<file path="config.mk">
export PLATFORM = sky130hd
export DESIGN_NAME = conv3_window_gen
export DESIGN_NICKNAME = d
export VERILOG_FILES = /design/src/rtl/conv3_pkg.sv /design/src/rtl/conv3_line_buffer.sv /design/src/rtl/conv3_window_gen.sv
export SDC_FILE = /design/constraint.sdc
export NUM_CORES = 1
export LEC_CHECK = 0
export ABC_CLOCK_PERIOD_IN_PS = 2330
export CELL_PAD_IN_SITES_DETAIL_PLACEMENT = 2
export CELL_PAD_IN_SITES_GLOBAL_PLACEMENT = 2
export CORE_MARGIN = 4
export CORE_UTILIZATION = 43
export CTS_CLUSTER_DIAMETER = 150
export DETAILED_ROUTE_END_ITERATION = 16
export DONT_BUFFER_PORTS = 1
export GPL_ROUTABILITY_DRIVEN = 0
export PLACE_DENSITY = 0.87
export SLEW_MARGIN = 20
export SYNTH_ARGS = -nofsm -noshare
export SYNTH_HDL_FRONTEND = slang
export SYNTH_SLANG_ARGS = --single-unit
export TNS_END_PERCENT = 10
</file>
<file path="constraint.sdc">
create_clock -name i_clk -period 2.33 [get_ports i_clk]
set_input_delay 0.3495 -clock i_clk [delete_from_list [all_inputs] [get_ports i_clk]]
set_output_delay 0.3495 -clock i_clk [all_outputs]
set_load 0.01 [all_outputs]
</file>
<file path="src/rtl/conv3_pkg.sv">
// Shared constants and types for the streaming 3x3 window generator.
package conv3_pkg;

   localparam int KERNEL_SIZE = 3;
   localparam int PIXEL_WIDTH = 5;

   // FILL: the two line buffers are still being primed (rows 0 and 1).
   // STREAM: every accepted pixel at col >= 2 completes a window.
   typedef enum logic {
      FILL   = 1'b0,
      STREAM = 1'b1
   } win_state_e;

   typedef logic signed [PIXEL_WIDTH-1:0] pixel_t;

endpackage

</file>
<file path="src/rtl/conv3_line_buffer.sv">
// One image row of pixel storage with single-port read-before-write access.
// The read is combinational so the entry being overwritten this cycle is
// still visible to the caller; contents are never reset.
module conv3_line_buffer #(
   parameter int DATA_WIDTH = 5,
   parameter int DEPTH      = 32,
   parameter int ADDR_WIDTH = $clog2(DEPTH)
) (
   input  logic                         i_clk,
   input  logic                         i_we,
   input  logic [ADDR_WIDTH-1:0]        i_addr,
   input  logic signed [DATA_WIDTH-1:0] i_wdata,
   output logic signed [DATA_WIDTH-1:0] o_rdata
);

   logic signed [DATA_WIDTH-1:0] mem [0:DEPTH-1];

   assign o_rdata = mem[i_addr];

   // Overwrite the addressed entry when a pixel is accepted.
   always_ff @(posedge i_clk) begin
      if (i_we) begin
         mem[i_addr] <= i_wdata;
      end
   end

endmodule

</file>
<file path="src/rtl/conv3_window_gen.sv">
// Streaming 3x3 window generator. Accepts one signed pixel per handshake in
// raster order, keeps the two previous rows in line buffers and emits one
// complete neighbourhood per accepted pixel once the window lies fully
// inside the image. Output is a single register with pass-through
// backpressure; pixels pass through bit-exact.
module conv3_window_gen
   import conv3_pkg::*;
#(
   parameter int DATA_WIDTH = 5,
   parameter int IMG_WIDTH  = 32,
   parameter int IMG_HEIGHT = 32
) (
   input  logic                         i_clk,
   input  logic                         i_rst_n,
   input  logic                         i_valid,
   input  logic signed [DATA_WIDTH-1:0] i_pixel,
   output logic                         o_ready,
   output logic                         o_valid,
   output logic signed [DATA_WIDTH-1:0] o_window [0:KERNEL_SIZE-1][0:KERNEL_SIZE-1],
   output logic                         o_last,
   input  logic                         i_ready
);

   localparam int COL_W = $clog2(IMG_WIDTH);
   localparam int ROW_W = $clog2(IMG_HEIGHT);
   localparam logic [COL_W-1:0] LAST_COL      = COL_W'(IMG_WIDTH - 1);
   localparam logic [ROW_W-1:0] LAST_ROW      = ROW_W'(IMG_HEIGHT - 1);
   localparam logic [COL_W-1:0] FIRST_WIN_COL = COL_W'(KERNEL_SIZE - 1);
   localparam logic [ROW_W-1:0] LAST_FILL_ROW = ROW_W'(KERNEL_SIZE - 2);

   logic [COL_W-1:0] col_q;
   logic [ROW_W-1:0] row_q;
   win_state_e       state_q;
   win_state_e       state_d;

   logic acc;
   logic at_last_col;
   logic at_last_row;
   logic frame_end;
   logic emit;

   logic signed [DATA_WIDTH-1:0] lb0_rdata;
   logic signed [DATA_WIDTH-1:0] lb1_rdata;

   // win_p0 is the running column shift register; win_d is its next value,
   // which is also what an emitting pixel publishes on o_window.
   logic signed [DATA_WIDTH-1:0] win_p0 [0:KERNEL_SIZE-1][0:KERNEL_SIZE-1];
   logic signed [DATA_WIDTH-1:0] win_d  [0:KERNEL_SIZE-1][0:KERNEL_SIZE-1];

   assign o_ready     = ~o_valid | i_ready;
   assign acc         = i_valid & o_ready;
   assign at_last_col = (col_q == LAST_COL);
   assign at_last_row = (row_q == LAST_ROW);
   assign frame_end   = at_last_col & at_last_row;
   assign emit        = acc & (state_q == STREAM) & (col_q >= FIRST_WIN_COL);

   // Raster position of the next pixel; wraps at row and frame ends.
   always_ff @(posedge i_clk or negedge i_rst_n) begin
      if (!i_rst_n) begin
         col_q <= '0;
         row_q <= '0;
      end else if (acc) begin
         if (at_last_col) begin
            col_q <= '0;
            row_q <= at_last_row ? '0 : row_q + 1'b1;
         end else begin
            col_q <= col_q + 1'b1;
         end
      end
   end

   // FSM state register.
   always_ff @(posedge i_clk or negedge i_rst_n) begin
      if (!i_rst_n) begin
         state_q <= FILL;
      end else begin
         state_q <= state_d;
      end
   end

   // Leave FILL after row 1 completes; return to FILL after the frame's last pixel.
   always_comb begin
      state_d = state_q;
      case (state_q)
         FILL: begin
            if (acc && at_last_col && (row_q == LAST_FILL_ROW)) begin
               state_d = STREAM;
            end
         end
         STREAM: begin
            if (acc && frame_end) begin
               state_d = FILL;
            end
         end
         default: state_d = FILL;
      endcase
   end

   // Shift the window left one column and insert the new column (oldest row on top).
   always_comb begin
      for (int r = 0; r < KERNEL_SIZE; r++) begin
         for (int c = 0; c < KERNEL_SIZE - 1; c++) begin
            win_d[r][c] = win_p0[r][c+1];
         end
      end
      win_d[0][KERNEL_SIZE-1] = lb0_rdata;
      win_d[1][KERNEL_SIZE-1] = lb1_rdata;
      win_d[2][KERNEL_SIZE-1] = i_pixel;
   end

   // Column shift register advances on every accepted pixel; stale contents
   // after reset are flushed before col reaches 2 in a streaming row.
   always_ff @(posedge i_clk) begin
      if (acc) begin
         win_p0 <= win_d;
      end
   end

   // Output register: load on emit, drop valid once the held window is taken.
   always_ff @(posedge i_clk or negedge i_rst_n) begin
      if (!i_rst_n) begin
         o_valid <= 1'b0;
         o_last  <= 1'b0;
         for (int r = 0; r < KERNEL_SIZE; r++) begin
            for (int c = 0; c < KERNEL_SIZE; c++) begin
               o_window[r][c] <= '0;
            end
         end
      end else if (emit) begin
         o_valid  <= 1'b1;
         o_last   <= frame_end;
         o_window <= win_d;
      end else if (i_ready) begin
         o_valid <= 1'b0;
         o_last  <= 1'b0;
      end
   end

   // LB0 holds row r-2 and is refilled from LB1's outgoing entry.
   conv3_line_buffer #(
      .DATA_WIDTH (DATA_WIDTH),
      .DEPTH      (IMG_WIDTH),
      .ADDR_WIDTH (COL_W)
   ) u_lb0 (
      .i_clk   (i_clk),
      .i_we    (acc),
      .i_addr  (col_q),
      .i_wdata (lb1_rdata),
      .o_rdata (lb0_rdata)
   );

   // LB1 holds row r-1 and is refilled with the incoming pixel.
   conv3_line_buffer #(
      .DATA_WIDTH (DATA_WIDTH),
      .DEPTH      (IMG_WIDTH),
      .ADDR_WIDTH (COL_W)
   ) u_lb1 (
      .i_clk   (i_clk),
      .i_we    (acc),
      .i_addr  (col_q),
      .i_wdata (i_pixel),
      .o_rdata (lb1_rdata)
   );

endmodule

</file>
==> flow_summary.json <==
{
  "status": "finished with violations",
  "violations": "setup timing",
  "hold_class": "in -> reg",
  "synth.avg_cell_area_um2": 16.2,
  "clock_sinks": 408,
  "crit_buf_inv": 4,
  "fp.dieArea_um2": 39700,
  "holdPathStages": 2,
  "final_common_cell": "edfxtp_1",
  "layout_common_cells": "350 x edfxtp_1, 126 x nand2_1, 115 x mux2i_1",
  "grt_usage_pct": 29.1,
  "hold_viol_final": 0,
  "drc_errors": 0,
  "seq_area_frac_synth_pct": 76.0,
  "synthCells": 972,
  "ant_nets": 0,
  "port_buffers": 0,
  "via_per_inst": 6.52,
  "drt_iter0_markers": 1547,
  "finalWorstSetupSlack_ns": -0.305,
  "critPathArrivalTime_ns": 2.96,
  "cts_buffers": 43,
  "grt_antenna_before_repair": 2,
  "die_w_um": 199,
  "grt_max_degree": 59,
  "crit_chain": "buf_6 > buf_6 > buf_16 > mux2i_1 > o22ai_2 > nor4_4 > buf_4 > nand2_1",
  "layout.nets": 1152,
  "pin_count": 57,
  "grt_pass1_vias": 10700,
  "maxCapViolCount": 0,
  "timing.rr.start": "col_q[1]",
  "critPathMaxFanout": 6,
  "powerDensity_nw_per_um2": 1410,
  "dieHeight_um": 199,
  "tritoncts": "yes",
  "dp_hpwl_um": 33200,
  "path_common_cell": "buf_6",
  "gr-total-overflow": 0,
  "setup_viol": 181,
  "syn_nets": 989,
  "crit_type": "reg -> reg",
  "avgRoutedWirePerCell_um": 41.4,
  "wl_um": 67500,
  "rsz0062_at_grt": "yes",
  "cpMaxStageDelayCell": "mux2i_1",
  "ys_seq_elements": 408,
  "reg2reg_slack_ns": -0.31,
  "total_leakage_power_nw": 7.42,
  "core-area_um2": 35800,
  "min_to": "row_q[0]",
  "hold_slack_ns": 0.0834,
  "rows": 69,
  "final_cells": 1630,
  "drv_slew": 0,
  "cts.htree.levels": 2,
  "drive_above_1_share_pct": 31.0,
  "yosys_warnings": 0,
  "clk_latency_ns": 0.59,
  "period_share_pct": 113,
  "root_buffer": "clkbuf_16",
  "max_slew.worst_pin.slew_ns": 1.06,
  "dr.pass1.iters": 7,
  "cp_top_family": "buffers and inverters",
  "r2r_end": "win_d[37]",
  "hp-start": "i_valid",
  "start_util_pct": 43.9,
  "fmax_ghz": 0.379,
  "synthesis.area_um2": 15700,
  "clock_skew_ns": 0.0445,
  "synth_cell_types": 41,
  "reg2reg_depth": 8,
  "via_count": 10600,
  "max_slew_margin_pct": 29.4,
  "n_fill_cell": 2979,
  "insertedDiodeCount": 0,
  "syn_to_final_growth_pct": 28.5,
  "required_ns": 2.65,
  "clk_path_buf_depth": 3,
  "cp-end-kind": "register",
  "startpoint_type": "register",
  "clk_pin_slew_ns": 0.08,
  "ir_drop_mv": 0.760,
  "grt_pass1_wl_um": 82600,
  "slowest_delay_ns": 0.53,
  "dp.cells": 1501,
  "min_period_ns": 2.64
}
==> worst max path at each step <==
stage | from | endpoint | slack [ns] | cells after the start
2_1_floorplan | o_valid | u_lb0.mem[0][0] | -0.11 | 6
3_3_place_gp | col_q[1] | win_d[35] | -0.14 | 7
3_5_place_dp | col_q[0] | u_lb0.mem[7][2] | -0.24 | 7
4_1_cts | col_q[1] | u_lb0.mem[5][2] | -0.08 | 8
5_1_grt | col_q[1] | win_d[37] | -0.35 | 8
6_report | col_q[1] | win_d[37] | -0.31 | 8
==> through the flow <==
step	power, mW	instance area [um2]	util (%)	TNS (ns)	setup WS (ns)
6_report	28.5	20200	56.4	-21.71	-0.305
5_1_grt	29.0	20200	56.4	-29.65	-0.347
4_1_cts	25.2	19100	53.2	-5.02	-0.0836
3_5_place_dp	17.1	17100	47.7	-30.35	-0.237
3_3_place_gp	16.2	17100	47.7	-3.26	-0.142
2_1_floorplan	13.4	15700	-	-28.95	-0.112
==> report_power, final <==
group / switching, mW / leakage, nW / internal, mW / total [mW]
Sequential: 0.642 / 3.97 / 9.74 / 10.4
Clock: 3.30 / 0.714 / 4.24 / 7.55
Combinational: 6.32 / 2.74 / 4.28 / 10.6
==> metal layers <==
layer | routed length (um) | part of all wire [%] | up-vias | GRT usage (%)
met5 | 14 | 0.021 | - | 0
met4 | 3860 | 5.7 | 4 | 12.1
met3 | 4960 | 7.3 | 199 | 5.60
met2 | 32500 | 48 | 665 | 48.5
met1 | 26200 | 39 | 5678 | 37.7
li1 | - | - | 4074 | -
==> repair_timing <==
item | in CTS | in global routing
pin swaps | 5 | 11
hold endpoints to repair | 229 | 0
endpoints found under the setup margin | 308 | 202
hold buffers | 8 | 0
setup buffers | 6 | 24
cloned | 1 | 11
resized for setup | 59 | 126
==> state kept, by name (all words and copies together) (netlist names) <==
register and cells:
u_lb0.mem 160, u_lb1.mem 160, o_window 45, win_d 30, col_q 5, row_q 5, o_last 1, o_valid 1
state_q 1
==> Yosys cell counts <==
master     count  share of area, %
clkinv_1       1             0.024
mux2_2         1             0.072
or3_1          3              0.12
buf_4          1             0.048
xor2_1         1             0.056
inv_1          4             0.095
buf_2         32               1.0
a31oi_1       11              0.44
mux2i_1      160                10
buf_1          3             0.072
clkbuf_1       7              0.17
or4b_4         1             0.087
nand4b_1       4              0.22
nand4bb_1      6              0.43
and3_1         4              0.16
nand3b_1       4              0.19
clkbuf_2       2             0.064
or3b_2         2              0.11
dfrtp_1       58               9.2
a41oi_1        1             0.056
nand2_1      131               3.1
edfxtp_1     350                67
and2_1         1             0.040
o2111a_1       1             0.072
nor3_1         1             0.032
o21ai_0        6              0.19
a21oi_1        1             0.032
a21o_1         2             0.095
or4_1          1             0.048
ha_1           8              0.64
or4b_1         3              0.19
or2_2          1             0.040
nand4_1        1             0.040
nand2b_1       1             0.040
nor2_1        46               1.1
o22ai_1       80               3.2
nor4_1        20              0.80
nand3_1        6              0.19
o2111ai_4      1              0.17
buf_6          4              0.29
nor4b_1        1             0.056
==> logic make-up (layout without fill, tap and decap cells) <==
family,after synthesis,after routing,synth area share (%)
compound gates,103,103,4.23
xor+xnor,1,1,0.0557
fa+ha+maj,8,8,0.636
buf+inv,54,251,1.77
flops,408,408,76.0
mux,161,161,10.3
simple gates,237,237,7.02
==> area by class of cell <==
| class | count | area [um2] | area share (%) |
|---|---|---|---|
| Sequential cell | 408 | 12000 | 59.2 |
| Timing Repair Buffer | 167 | 1830 | 9.06 |
| Multi-Input combinational cell | 510 | 4360 | 21.5 |
| Inverter | 5 | 20.0 | 0.0990 |
| Clock inverter | 26 | 295 | 1.46 |
| Clock buffer | 53 | 1160 | 5.76 |
| Tap cell | 461 | 577 | 2.85 |
Power figures use the tool's default switching activity.
